<file path="src/rtl/arb_mux_n.sv">
// N-input arbitrated selector (fixed-priority or round-robin) feeding a one-entry output register.
// Latency: one cycle from input transfer to out_valid; inputs stall while the held output is not taken.
module arb_mux_n #(
  parameter int WIDTH = 32,
  parameter int N     = 4,
  parameter int SELW  = $clog2(N),
  parameter int RR    = 1
) (
  input  logic               clk,
  input  logic               rst_n,
  input  logic [N*WIDTH-1:0] in_data,
  input  logic [N-1:0]       in_valid,
  output logic [N-1:0]       in_ready,
  input  logic               flush,
  output logic [WIDTH-1:0]   out_data,
  output logic [SELW-1:0]    out_sel,
  output logic               out_valid,
  input  logic               out_ready
);

  logic [WIDTH-1:0] ch [N];
  logic [SELW-1:0]  ptr;
  logic [SELW-1:0]  gnt;
  logic             gnt_vld;
  logic [SELW:0]    cand;
  logic             load_en;

  for (genvar i = 0; i < N; i++) begin : g_unpack
    assign ch[i] = in_data[i*WIDTH +: WIDTH];
  end

  assign load_en = (!out_valid || out_ready) && !flush;

  // Search order starts at ptr in round-robin mode, at 0 otherwise; wraps mod N.
  always_comb begin
    gnt     = '0;
    gnt_vld = 1'b0;
    cand    = '0;
    for (int k = 0; k < N; k++) begin
      cand = (RR != 0) ? ({1'b0, ptr} + (SELW+1)'(k)) : (SELW+1)'(k);
      if (cand >= (SELW+1)'(N)) begin
        cand = cand - (SELW+1)'(N);
      end
      if (!gnt_vld && in_valid[cand[SELW-1:0]]) begin
        gnt_vld = 1'b1;
        gnt     = cand[SELW-1:0];
      end
    end
  end

  // rst_n gating keeps in_ready quiet during reset, when load_en alone would be high.
  always_comb begin
    in_ready = '0;
    for (int i = 0; i < N; i++) begin
      in_ready[i] = rst_n && load_en && gnt_vld && (gnt == SELW'(i));
    end
  end

  always_ff @(posedge clk or negedge rst_n) begin
    if (!rst_n) begin
      out_data  <= '0;
      out_sel   <= '0;
      out_valid <= 1'b0;
      ptr       <= '0;
    end else if (load_en) begin
      if (gnt_vld) begin
        out_data  <= ch[gnt];
        out_sel   <= gnt;
        out_valid <= 1'b1;
        if (RR != 0) begin
          ptr <= (gnt == SELW'(N-1)) ? '0 : gnt + 1'b1;
        end
      end else if (out_ready) begin
        out_valid <= 1'b0;
      end
    end else if (flush) begin
      out_valid <= 1'b0;
    end
  end

endmodule
</file>
<file path="config.mk">
export PLATFORM = sky130hd
export DESIGN_NAME = arb_mux_n
export DESIGN_NICKNAME = d
export VERILOG_FILES = /design/src/rtl/arb_mux_n.sv
export SDC_FILE = /design/constraint.sdc
export NUM_CORES = 1
export LEC_CHECK = 0
export CAP_MARGIN = 20
export CORE_UTILIZATION = 25
export DETAILED_ROUTE_END_ITERATION = 8
export PLACE_DENSITY = 0.72
export SLEW_MARGIN = 30
export SYNTH_ARGS = -nofsm -noshare
export SYNTH_HDL_FRONTEND = slang
export SYNTH_SLANG_ARGS = --single-unit
export TNS_END_PERCENT = 50
</file>
<file path="constraint.sdc">
create_clock -name clk -period 2.2 [get_ports clk]
set_clock_uncertainty 0.05 [all_clocks]
set_input_delay 0.22 -clock clk [delete_from_list [all_inputs] [get_ports clk]]
set_output_delay 0.22 -clock clk [all_outputs]
set_load 0.01 [all_outputs]
</file>
==> summary.txt <==
Power and ir drop
  • Worst IR Drop VDD: 0.0002375 V
  • Power per standard cell area: around 650 nW/um^2
  • Total Power: 2.945 mW
  • Static leakage: between 1.5 and 2 nW

Yosys
  • Share of flip-flops with an asynchronous set or reset: 100.0%
  • Multiplexer share of the synthesized area: 0%
  • Count leader, synth: sky130_fd_sc_hd__a31oi_1
  • Area share of the largest cell type after synthesis: 36.44%
  • FF+latch count, synth: 37
  • Post-synthesis net count: 447
  • Area share of fa/ha/maj cells after synthesis: 0%
  • Fraction of the mapped netlist area in simple logic gates: 19.60%
  • Leading cell types by count after synthesis: sky130_fd_sc_hd__a31oi_1, sky130_fd_sc_hd__dfrtp_1, sky130_fd_sc_hd__nor2_1
  • Parity-gate share of the synthesized area counting xor and xnor cells: 0%
  • Number of distinct library cells after synthesis: 30
  • Post-Synthesis Mean Instance Area: 8.171 um^2
  • Synthesized-area fraction occupied by ao, oa, aoi and oai cells: 36.29%
  • Sequential cell area fraction in the yosys report: around 36%
  • Cell types with the largest area share after synthesis: sky130_fd_sc_hd__dfrtp_1, sky130_fd_sc_hd__a31oi_1, sky130_fd_sc_hd__a22oi_1
  • EDFF count, synth: 0
  • Post-synthesis instance total: 311
  • Top FF cell, synth: sky130_fd_sc_hd__dfrtp_1
  • Main combinational cell family by area after synthesis: compound AO/OA/AOI/OAI gates
  • Synth Cell Area: 2541 um^2
  • Most area-hungry cell type in the Yosys netlist: sky130_fd_sc_hd__dfrtp_1
  • Warnings from Yosys: 0

Global route
  • Global route total overflow: 0
  • Overall track demand over capacity in global routing: 20.05%
  • Vias in the first global route: between 3k and 4k
  • Antenna violations before repair: 0
  • Wire length of the first global-routing pass: 16440 um
  • Pin count of the biggest net entering global routing: 38

Floorplan
  • Horizontal extent of the die: 102.8 um
  • Floorplan die area: 10570 um^2
  • Number of rows in the core area: 36
  • Boundary Pins: about 180
  • Die height: 102.8 um
  • Placeable Area: 9819 um^2
  • Starting density of the core: 25.88%

Timing
  • Number of setup violations in the final report: 0
  • Slew at the pin closest to its max-slew limit: 0.5147 ns
  • Worst Slack Setup Final: 0.2181 ns
  • Max_slew headroom: 65.68%
  • Endpoints failing hold: 0
  • Minimum clock period: 1.982 ns
  • Final Max Tran Viols: 0
  • Post-Route Hold Slack: 0.4365 ns
  • Unrepaired setup endpoints after global routing: no
  • Crit share post-route: 90.09%
  • Fmax: 504.6 MHz

Detailed routing
  • Residual DRC count: 0
  • TritonRoute pass-1 iters: 4
  • Wire length per cell: 17.82 um
  • Via count: 3270
  • Sum of routed wire length over all layers: ~11000 um
  • DRT antenna net count: 0
  • Detailed Route Iter0 Violations: 158
  • Number of vias per cell after detailed routing: 5.369

Flow run
  • Number of max-cap violations: 0

Placement
  • Final HPWL from detailed placement: 7678 um
  • DP Worst Slack: -0.03665 ns
  • Number of buffers added on ports: around 170
  • Routability Congestion: slightly above 0.8
  • Count of placed standard cells including taps: 600

CTS
  • TritonCTS clock tree: yes
  • Maximum level of the CTS H-tree: 2
  • Buffer cell driving the clock tree root: sky130_fd_sc_hd__clkbuf_8
  • Clk pin slew, worst setup/hold paths: about 0.07 ns
  • Clock latency of the later-clocked register in the worst-skew pair: ~0.28 ns
  • Sink count of the clock tree: 37
  • Clock buffers created by TritonCTS: 5
  • CTS max path bufs: 2

Worst setup path
  • Class of the most critical setup path: input port to output port
  • Required time at the worst-slack endpoint: between 1.5 and 2 ns
  • Worst stage delay on the critical path: 0.46 ns
  • CP max-delay cell: sky130_fd_sc_hd__clkdlybuf4s50_1
  • Setup crit end kind: output port
  • Max Fanout on Critical Path: 7
  • CP Data Arrival Time: 1.71 ns
  • CP Launch Type: input port
  • CP Cell Sequence: clkdlybuf4s50_1 -> buf_4 -> nor2b_4 -> o311ai_4 -> nand2_1 -> nor2_1 -> dlygate4sd2_1

Final layout
  • Post-layout nets: 611
  • Fraction of final layout cells with drive strength greater than 1: 7.353%
  • Final Instance Count excl. Fillers: 609
  • Post-layout utilization of the core: 46.05%
  • Number of inserted filler cells in the final layout: 1033
  • Area growth from synthesis to final layout: 77.94%
  • Final antenna diode count: 0

Hold path
  • Hold/Removal Path Class: input port to flop

Run status
  • Result of the run: finished, final reports clean
==> registers in the layout, indices dropped and copies added, names as in the netlist <==
register and flops:
ptr 2, out_valid 1, out_data 32, out_sel 2
==> cell type report <==
type / count / area, um^2 / area share (%)
timing repair buffer: 194 / 1894 / 41.89
clock buffer: 8 / 80.08 / 1.771
multi-input combinational: 237 / 1454 / 32.15
sequential: 37 / 927.1 / 20.50
tap: 133 / 166.4 / 3.680
==> routing by layer <==
layer  up-vias  GRT usage (%)  part of all wire (%)
li1       1520              -                     -
met1      1570          23.45                    40
met2       157          36.82                    52
met3        23          3.322                   6.5
met4         0          7.042                   2.1
met5         -              0                     0
==> placed cells by master, fill, tap and decap left out, types with 2 or more instances in the layout <==
cell	n
sky130_fd_sc_hd__dfrtp_1	36
sky130_fd_sc_hd__buf_2	2
sky130_fd_sc_hd__nand2_1	7
sky130_fd_sc_hd__nor2b_1	3
sky130_fd_sc_hd__dlygate4sd2_1	4
sky130_fd_sc_hd__nor2_1	37
sky130_fd_sc_hd__nand2b_1	4
sky130_fd_sc_hd__buf_4	18
sky130_fd_sc_hd__a21oi_1	3
sky130_fd_sc_hd__a31oi_1	65
sky130_fd_sc_hd__clkbuf_8	5
sky130_fd_sc_hd__clkbuf_1	3
sky130_fd_sc_hd__o21ai_0	36
sky130_fd_sc_hd__a22oi_1	32
sky130_fd_sc_hd__and3_1	33
sky130_fd_sc_hd__clkdlybuf4s50_1	167
==> cell families after synthesis <==
| logic type | Yosys count |
|---|---|
| compound gates | 144 |
| buf+inv | 37 |
| flops | 37 |
| simple gates | 93 |
==> timing repair <==
action	in CTS	in global routing
endpoints found under the hold margin	37	0
resized for setup	5	2
buffers inserted	0	0
hold buffers	1	0
endpoints found under the setup margin	3	1
==> path summary, 6_finish.rpt <==
kind                             startpoint      endpoint  slack, ns  cells after the start
worst max-delay path            in_valid[0]   in_ready[2]       0.22                      7
worst min-delay path            in_valid[2]        ptr[1]       0.44                      4
worst max register to register       ptr[0]  out_data[27]       0.40                      5
worst min register to register   out_sel[1]    out_sel[1]       0.44                      2
max in group asynchronous             rst_n        ptr[1]       1.23                      3
min in group asynchronous             rst_n  out_data[21]       0.49                      3
==> per-stage QoR <==
stage	TNS (ns)	cell area (um^2)
final	0	4522
after global routing	0	4522
after CTS	0	4518
after global placement	-0.003679	4428
after floorplan	0	2541
after detailed placement	-0.06728	4428
==> power breakdown <==
part	total, mW	switching [mW]	internal, mW
clock network	0.460	0.235	0.225
logic	1.51	0.719	0.790
registers	0.976	0.122	0.854
total	2.95	1.08	1.87
==> critical path: cells and delay by family <==
kind	cells	cell delay [ns]
simple gates	3	0.32
compound gates	1	0.25
buf+inv	3	0.92
(Power assumes the default switching activity.)
